--- src/rtl/branch_cache_updater_if.sv ---
// rtl/branch_cache_updater_if.sv - EX update channel and cache prev-read/write port bundle
interface branch_cache_updater_if #(
  parameter int WIDTH = 16
);
  logic             upd_valid;
  logic             upd_ready;
  logic [2:0]       upd_idx;
  logic             upd_taken;
  logic [WIDTH-3:0] upd_target;
  logic [2:0]       rd_idx;
  logic [WIDTH-1:0] rd_data;
  logic             wr_en;
  logic [2:0]       wr_idx;
  logic [WIDTH-1:0] wr_data;
  logic             busy;

  // EX stage and the cache array
  modport master (
    output upd_valid, upd_idx, upd_taken, upd_target, rd_data,
    input  upd_ready, rd_idx, wr_en, wr_idx, wr_data, busy
  );

  // the updater
  modport slave (
    input  upd_valid, upd_idx, upd_taken, upd_target, rd_data,
    output upd_ready, rd_idx, wr_en, wr_idx, wr_data, busy
  );
endinterface

--- src/rtl/branch_cache_updater.sv ---
// rtl/branch_cache_updater.sv - queued read-modify-write updater for the 8-entry branch cache (option: BRCACHE_HYST_EN)
module branch_cache_updater #(
  parameter int WIDTH      = 16,
  parameter int FIFO_DEPTH = 4
) (
  input logic                   clk,
  input logic                   rst_n,
  branch_cache_updater_if.slave bus
);
  localparam int TW = WIDTH - 2;
  localparam int PW = $clog2(FIFO_DEPTH);
  localparam int CW = PW + 1;

  typedef enum logic [1:0] {
    IDLE  = 2'd0,
    READ  = 2'd1,
    WRITE = 2'd2
  } state_t;

  state_t          state;
  logic [2:0]      q_idx    [FIFO_DEPTH];
  logic            q_taken  [FIFO_DEPTH];
  logic [TW-1:0]   q_target [FIFO_DEPTH];
  logic [PW-1:0]   head;
  logic [PW-1:0]   tail;
  logic [CW-1:0]   count;
  logic [CW-1:0]   count_next;
  logic            ready_q;
  logic            wr_en_q;
  logic [2:0]      cur_idx;
  logic            cur_taken;
  logic [TW-1:0]   cur_target;
  logic [WIDTH-1:0] old;
  logic            push;
  logic            pop;
  logic [1:0]      old_ctr;
  logic [1:0]      new_ctr;
  logic [TW-1:0]   new_target;

  // ready is registered, so a full queue never takes a push even if it pops this cycle
  assign push = bus.upd_valid & ready_q;
  assign pop  = ((state == IDLE) || (state == WRITE)) && (count != '0);

  // queue occupancy after this cycle's push and pop
  always_comb begin
    count_next = count;
    if (push && !pop) begin
      count_next = count + CW'(1);
    end else if (!push && pop) begin
      count_next = count - CW'(1);
    end
  end

  // queue storage, written at the tail; contents need no reset
  always_ff @(posedge clk) begin
    if (push) begin
      q_idx[tail]    <= bus.upd_idx;
      q_taken[tail]  <= bus.upd_taken;
      q_target[tail] <= bus.upd_target;
    end
  end

  // pointers, occupancy, current entry and the READ/WRITE sequencer
  always_ff @(posedge clk or negedge rst_n) begin
    if (!rst_n) begin
      state      <= IDLE;
      head       <= '0;
      tail       <= '0;
      count      <= '0;
      ready_q    <= 1'b1;
      wr_en_q    <= 1'b0;
      cur_idx    <= '0;
      cur_taken  <= 1'b0;
      cur_target <= '0;
      old        <= '0;
    end else begin
      count   <= count_next;
      ready_q <= (count_next != CW'(FIFO_DEPTH));
      if (push) begin
        tail <= tail + PW'(1);
      end
      if (pop) begin
        head       <= head + PW'(1);
        cur_idx    <= q_idx[head];
        cur_taken  <= q_taken[head];
        cur_target <= q_target[head];
      end
      case (state)
        IDLE: begin
          wr_en_q <= 1'b0;
          if (pop) begin
            state <= READ;
          end
        end
        READ: begin
          old     <= bus.rd_data;
          wr_en_q <= 1'b1;
          state   <= WRITE;
        end
        WRITE: begin
          wr_en_q <= 1'b0;
          state   <= pop ? READ : IDLE;
        end
        default: begin
          wr_en_q <= 1'b0;
          state   <= IDLE;
        end
      endcase
    end
  end

  assign old_ctr = old[WIDTH-1:WIDTH-2];

`ifdef BRCACHE_HYST_EN
  // 2-bit saturating counter: never wraps past 0 or 3
  always_comb begin
    new_ctr = old_ctr;
    if (cur_taken) begin
      if (old_ctr != 2'd3) begin
        new_ctr = old_ctr + 2'd1;
      end
    end else if (old_ctr != 2'd0) begin
      new_ctr = old_ctr - 2'd1;
    end
  end
`else
  // last-outcome predictor: the stored counter plays no part
  logic unused_old_ctr;
  assign unused_old_ctr = ^old_ctr;
  assign new_ctr = {cur_taken, cur_taken};
`endif

  // a not-taken branch keeps whatever target was already cached
  assign new_target = cur_taken ? cur_target : old[TW-1:0];

  assign bus.upd_ready = ready_q;
  assign bus.rd_idx    = cur_idx;
  assign bus.wr_en     = wr_en_q;
  assign bus.wr_idx    = wr_en_q ? cur_idx : 3'd0;
  assign bus.wr_data   = wr_en_q ? {new_ctr, new_target} : '0;
  assign bus.busy      = (count != '0) || (state != IDLE);
endmodule

--- src/flat_wrapper.sv ---
// flat-port wrapper written by rule: the top's interface ports become plain ports
module branch_cache_updater_flat 
#(
  parameter int WIDTH      = 16,
  parameter int FIFO_DEPTH = 4
)
  (clk, rst_n, bus_upd_valid, bus_upd_idx, bus_upd_taken, bus_upd_target, bus_rd_data, bus_upd_ready, bus_rd_idx, bus_wr_en, bus_wr_idx, bus_wr_data, bus_busy);
  branch_cache_updater_if #(.WIDTH(WIDTH)) bus_i ();
  input logic clk;
  input logic rst_n;
  input wire logic [$bits(bus_i.upd_valid)-1:0] bus_upd_valid;
  input wire logic [$bits(bus_i.upd_idx)-1:0] bus_upd_idx;
  input wire logic [$bits(bus_i.upd_taken)-1:0] bus_upd_taken;
  input wire logic [$bits(bus_i.upd_target)-1:0] bus_upd_target;
  input wire logic [$bits(bus_i.rd_data)-1:0] bus_rd_data;
  output wire logic [$bits(bus_i.upd_ready)-1:0] bus_upd_ready;
  output wire logic [$bits(bus_i.rd_idx)-1:0] bus_rd_idx;
  output wire logic [$bits(bus_i.wr_en)-1:0] bus_wr_en;
  output wire logic [$bits(bus_i.wr_idx)-1:0] bus_wr_idx;
  output wire logic [$bits(bus_i.wr_data)-1:0] bus_wr_data;
  output wire logic [$bits(bus_i.busy)-1:0] bus_busy;
  assign bus_i.upd_valid = bus_upd_valid;
  assign bus_i.upd_idx = bus_upd_idx;
  assign bus_i.upd_taken = bus_upd_taken;
  assign bus_i.upd_target = bus_upd_target;
  assign bus_i.rd_data = bus_rd_data;
  assign bus_upd_ready = bus_i.upd_ready;
  assign bus_rd_idx = bus_i.rd_idx;
  assign bus_wr_en = bus_i.wr_en;
  assign bus_wr_idx = bus_i.wr_idx;
  assign bus_wr_data = bus_i.wr_data;
  assign bus_busy = bus_i.busy;
  branch_cache_updater #(.WIDTH(WIDTH), .FIFO_DEPTH(FIFO_DEPTH)) u_core (.clk(clk), .rst_n(rst_n), .bus(bus_i));
endmodule
--- config.mk ---
export PLATFORM = sky130hd
export DESIGN_NAME = branch_cache_updater_flat
export DESIGN_NICKNAME = d
export VERILOG_FILES = /design/src/rtl/branch_cache_updater_if.sv /design/src/rtl/branch_cache_updater.sv /design/src/flat_wrapper.sv
export SDC_FILE = /design/constraint.sdc
export NUM_CORES = 1
export LEC_CHECK = 0
export ABC_AREA = 1
export BUFFER_PORTS_ARGS = -buffer_cell sky130_fd_sc_hd__buf_4
export CORE_MARGIN = 1.5
export CORE_UTILIZATION = 35
export DETAILED_ROUTE_END_ITERATION = 16
export GPL_TIMING_DRIVEN = 0
export PLACE_DENSITY = 0.61
export SYNTH_ARGS = -nofsm -noshare
export SYNTH_HDL_FRONTEND = slang
export SYNTH_SLANG_ARGS = --single-unit
--- constraint.sdc ---
create_clock -name clk -period 2.2 [get_ports clk]
set_clock_uncertainty 0.05 [all_clocks]
set_input_delay 0.44 -clock clk [delete_from_list [all_inputs] [get_ports clk]]
set_output_delay 0.44 -clock clk [all_outputs]
set_load 0.02 [all_outputs]
# Word-level counts from Yosys, hierarchy flattened
# Memory sizes are Yosys's and may differ from the RTL's. A register that Yosys moved wholly into a read port is not among the register bits.
# Cells that the tools add are included.
# W data, S select, Z words.
word_totals:
  regBits: 25
  mem_bits_rw: 72
  elab_cells: 43
  memories: 3
memory_table:
  columns: ["name", "words", "word_bits", "rd", "rd_ports_with_merged_regs", "wr", "line_no", "rtl"]
  rows:
  - ["u_core.q_target", 4, 14, 1, 1, 1, "branch_cache_updater.sv:23", "logic [TW-1:0] q_target [FIFO_DEPTH];"]
  - ["u_core.q_idx", 4, 3, 1, 1, 1, "branch_cache_updater.sv:21", "logic [2:0] q_idx [FIFO_DEPTH];"]
  - ["u_core.q_taken", 4, 1, 1, 1, 1, "branch_cache_updater.sv:22", "logic q_taken [FIFO_DEPTH];"]
op_classes:
  n_addsub: 4
  eq_ne: 4
  n_mux: 11
  n_bitwise: 1
  reduce_logical: 13
ops:
  columns: ["cell", "count"]
  rows:
  - ["$mux W16", 1]
  - ["$mux W14", 1]
  - ["$mux W3", 3]
  - ["$pmux W2 S3", 1]
  - ["$logic_not A1 Y1", 5]
  - ["$add A2 B1 Y2 const B", 2]
  - ["$mux W1", 4]
  - ["$add A3 B1 Y3 const B", 1]
  - ["$logic_and A1 B1 Y1", 3]
  - ["$ne A3 B3 Y1 const B", 1]
  - ["$reduce_bool A3 Y1", 1]
  - ["$sub A3 B1 Y3 const B", 1]
  - ["$eq A2 B1 Y1 const B", 1]
  - ["$eq A2 B2 Y1 const B", 1]
  - ["$logic_not A2 Y1", 1]
  - ["$logic_or A1 B1 Y1", 2]
  - ["$mux W2", 1]
  - ["$ne A2 B1 Y1 const B", 1]
  - ["$reduce_bool A2 Y1", 1]
  - ["$and A1 B1 Y1", 1]

# Longest topological paths before layout
logic_depth:
  ltp_word: 7
  ltp_mapped: 10
  mapped_depth_nobuf: 10

# Worst setup path before layout
# OpenSTA, ideal clock, no wires.
synth_timing:
  path_kind: "flip-flop to flip-flop"
  from: "register u_core.ready_q (netlist: u_core.bus.upd_ready)"
  to: "memory u_core.q_idx[0][0], enable pin"
  setup_ps: 393
  arrival_time_ps: 1504
  setup_slack_ps: 253
  stages_incl_launch_ff: 3
  path_buffers: 0
  path_cell_list: "dfstp_2 > nand2_2 > nor2_1"
synth_via:
  elab_chain_cells: 3
synth_rtl:
  columns: ["element", "line_no", "rtl"]
  rows:
  - ["from (decl)", "branch_cache_updater.sv:28", "logic ready_q;"]
  - ["from (signal assigned)", "branch_cache_updater.sv:78", "ready_q <= (count_next != CW'(FIFO_DEPTH));"]
  - ["$and A1 B1 Y1", "branch_cache_updater.sv:41", "assign push = bus.upd_valid & ready_q;"]
  - ["$mux W1", "branch_cache_updater.sv:56", "if (push) begin"]
  - ["$mux W1 (implied by the code)", "branch_cache_updater.sv:57", "q_idx[tail] <= bus.upd_idx;"]
  - ["to (decl)", "branch_cache_updater.sv:21", null]
# No other way between the ends.

# Worst setup path in the final report
layout_timing:
  from: "register u_core.cur_taken, read port of u_core.q_taken"
  to: "output port bus_wr_data[15]"
layout_via:
  elab_chain_cells: 1
layout_rtl:
  columns: ["element", "line_no", "rtl"]
  rows:
  - ["from (decl)", "branch_cache_updater.sv:31", "logic cur_taken;"]
  - ["$mux W16", "branch_cache_updater.sv:140", "assign bus.wr_data = wr_en_q ? {new_ctr, new_target} : '0;"]
  - ["to (decl)", "flat_wrapper.sv:20", "output wire logic [$bits(bus_i.wr_data)-1:0] bus_wr_data;"]
# No other way between the ends.

==> reports/metrics.cfg <==
[outcome]
status=complete, no violations

[floorplan]
num_rows=42
die_h_um=119
start_util_pct=35.8
dieWidth_um=119
die_area_mm2=0.0142
io_pins=62
coreArea_mm2=0.0132

[logic_synthesis]
yosys_register_bits=115
yosys_warnings=0
syn_area_mm2=0.00472
yosysSeqAreaShare_pct=68.6
synth_cell_types=25
synth_fp_nets=465
synth.avg_cell_area_um2=11.2
netlist_instances=421

[placed_design]
placedCellCount=660
place.gp.congestion=0.743
hpwl_um=7090
numPortBuffers=59

[global_route]
grt_pass1_wl_um=16800
grt_busiest_layer=met2
met3_usage_pct=4.12
grtUsageMet1_pct=20.9
grt_usage_pct=15.7
grt-ovfl-total=0
antenna_found_initial=0
grt_start_max_net_pins=44
grt_pass1_vias=3239
gr-usage-met2_pct=24.6

[routing]
wire_per_inst_um=15.0
drtAntennaViolNets=0
drt_iter0_markers=212
drt_wl_total_um=10400
viasPerCell=4.63
via_count=3212
drc_errors=0
drtPass1Iterations=5

[sta]
setup_viol=0
period_needed_ps=2070
fmaxAchievable_ghz=0.482
rsz0062_at_grt=no
maxSlewViolCount=0
setup_tns_ps=0
fin_crit_sh_pct=94.2
whs_ps=180
timing_hold_violations_final=0
worst_slew_pin_slew_ps=618
max-slew-margin-rel_pct=58.8

[worst_setup_path]
setup.worst_path.class=reg2out
critical_path_arrival_ps=1580
path_max_fanout=10
required_ps=1710
startpoint_type=flip-flop
end_kind=primary output

[clocking]
cts_tree=done
clock_path_buffers=2
cts.clk_slew.worst_paths_ps=60
clk_latency_ps=400
cts_sinks=115
cts_root_buf=clkbuf_16
cts_setup_buffers=0
cts_htree_levels=4
cts_buffers=17

[finish]
n_antenna_cell=0
syn_to_final_growth_pct=28.9
finalNetCount=548
drive_gt1_share_pct=25.3
fin_cells=693

[pwr]
peakVddDrop_uv=678
p_leak_nw=2.58
power_density_mw_per_mm2=1570

[worst_hold_path]
hp-class=in2reg

[job]
drv_cap=0

cells in the final DEF, fill, tap and decap left out, drive strengths merged, types with 3 or more instances in the layout:
cell type / count
o21ai: 65
clkinv: 6
buf: 81
nand2: 78
inv: 38
nor2: 61
ha: 7
edfxtp: 72
a21oi: 13
a31oi: 4
dfrtp: 42
nand3: 6
o22ai: 14
bufinv: 3
clkbuf: 21
per-stage QoR:
| step | total power [W] | util [%] | cell area, um2 | worst slack [ps] |
|---|---|---|---|---|
| after global routing | 0.0101 | 46.2 | 6090 | 53.2 |
| after floorplan | 0.00554 | - | 4720 | 253 |
| after global placement | 0.00664 | 40.8 | 5390 | -386 |
| after detailed placement | 0.00680 | 41.5 | 5470 | 383 |
| after CTS | 0.00959 | 46.1 | 6080 | 62.3 |
| final | 0.00953 | 46.2 | 6090 | 127 |
final timing paths:
| path | slack, ps | cells after the start | to | start |
|---|---|---|---|---|
| max | 130 | 6 | bus_wr_data[15] | u_core.cur_taken |
| min | 180 | 1 | u_core.q_taken[2] | bus_upd_taken |
| max reg2reg | 380 | 5 | u_core.q_target[0][0] | u_core.tail[0] |
| min reg2reg | 420 | 2 | u_core.old[2] | u_core.old[2] |
| max in group asynchronous | 1190 | 2 | u_core.bus.wr_en | rst_n |
| min in group asynchronous | 510 | 2 | u_core.cur_target[4] | rst_n |
synth_stat cells:
cell type | count | area (um2)
nand3_1 | 6 | 30.0
buf_2 | 10 | 50.1
nor2_2 | 2 | 12.5
o22ai_1 | 14 | 87.6
dfrtp_1 | 42 | 1050
o21ai_1 | 22 | 110
nand2_8 | 1 | 20.0
inv_1 | 29 | 109
nor2_1 | 58 | 218
inv_2 | 5 | 18.8
o21ai_0 | 43 | 215
clkbuf_1 | 2 | 7.51
nor2_4 | 1 | 11.3
dfstp_2 | 1 | 26.3
nand3b_1 | 1 | 7.51
a31oi_1 | 4 | 25.0
xor2_1 | 2 | 17.5
buf_4 | 3 | 22.5
nand2_4 | 1 | 11.3
nand2_1 | 74 | 278
buf_6 | 6 | 67.6
edfxtp_1 | 72 | 2160
a21oi_1 | 13 | 65.1
nand2_2 | 2 | 12.5
ha_1 | 7 | 87.6
flip-flops by register name, summed over array words and instances (netlist names):
signal                flops
u_core.head               2
u_core.bus.rd_idx         3
u_core.old               14
u_core.q_taken            4
u_core.q_target          56
u_core.state              2
u_core.cur_taken          1
u_core.bus.upd_ready      1
u_core.count              3
u_core.q_idx             12
u_core.bus.wr_en          1
u_core.cur_target        14
u_core.tail               2
power by group:
| group | internal [W] | switching [W] |
|---|---|---|
| combinational | 0.00128 | 0.00224 |
| clock | 0.00179 | 0.000977 |
| sequential | 0.00299 | 0.000259 |
| total | 0.00606 | 0.00348 |
logic make-up after synthesis:
family / Yosys count / share of synthesized area (%)
DFF: 115 / 68.6
and+or+nand+nor: 146 / 12.7
buffers and inverters: 55 / 5.83
AOI/OAI and AO/OA: 96 / 10.6
xor gates and xnor gates: 2 / 0.371
adders and majority gates: 7 / 1.85
worst max-delay path, cell delays in order, from the launching register on:
cell and delay (ps):
dfrtp_1 340, clkbuf_2 200, buf_2 270, nand2_1 80, inv_1 70, buf_4 90, buf_4 120
layout make-up:
| cell class | instances | area, um2 |
|---|---|---|
| clock buffer | 18 | 429 |
| multi-input combinational | 251 | 1220 |
| timing repair buffer | 64 | 526 |
| tap | 176 | 220 |
| inverter | 34 | 128 |
| sequential | 115 | 3240 |
| clock inverter | 14 | 175 |
| buffer | 21 | 153 |
| fill | 1183 | 7100 |
per-layer routing:
layer,vias to the layer above,wire (um)
met5,-,0
met4,0,142
met3,13,498
met2,91,4910
met1,1518,4810
li1,1590,-
timing repair:
item / CTS / global route
resized for setup: 1 / 4
cloned: 0 / 0
hold buffers: 1 / 0
hold endpoints to repair: 13 / 0
setup endpoints to repair: 1 / 5
Power figures use the tool's default switching activity.
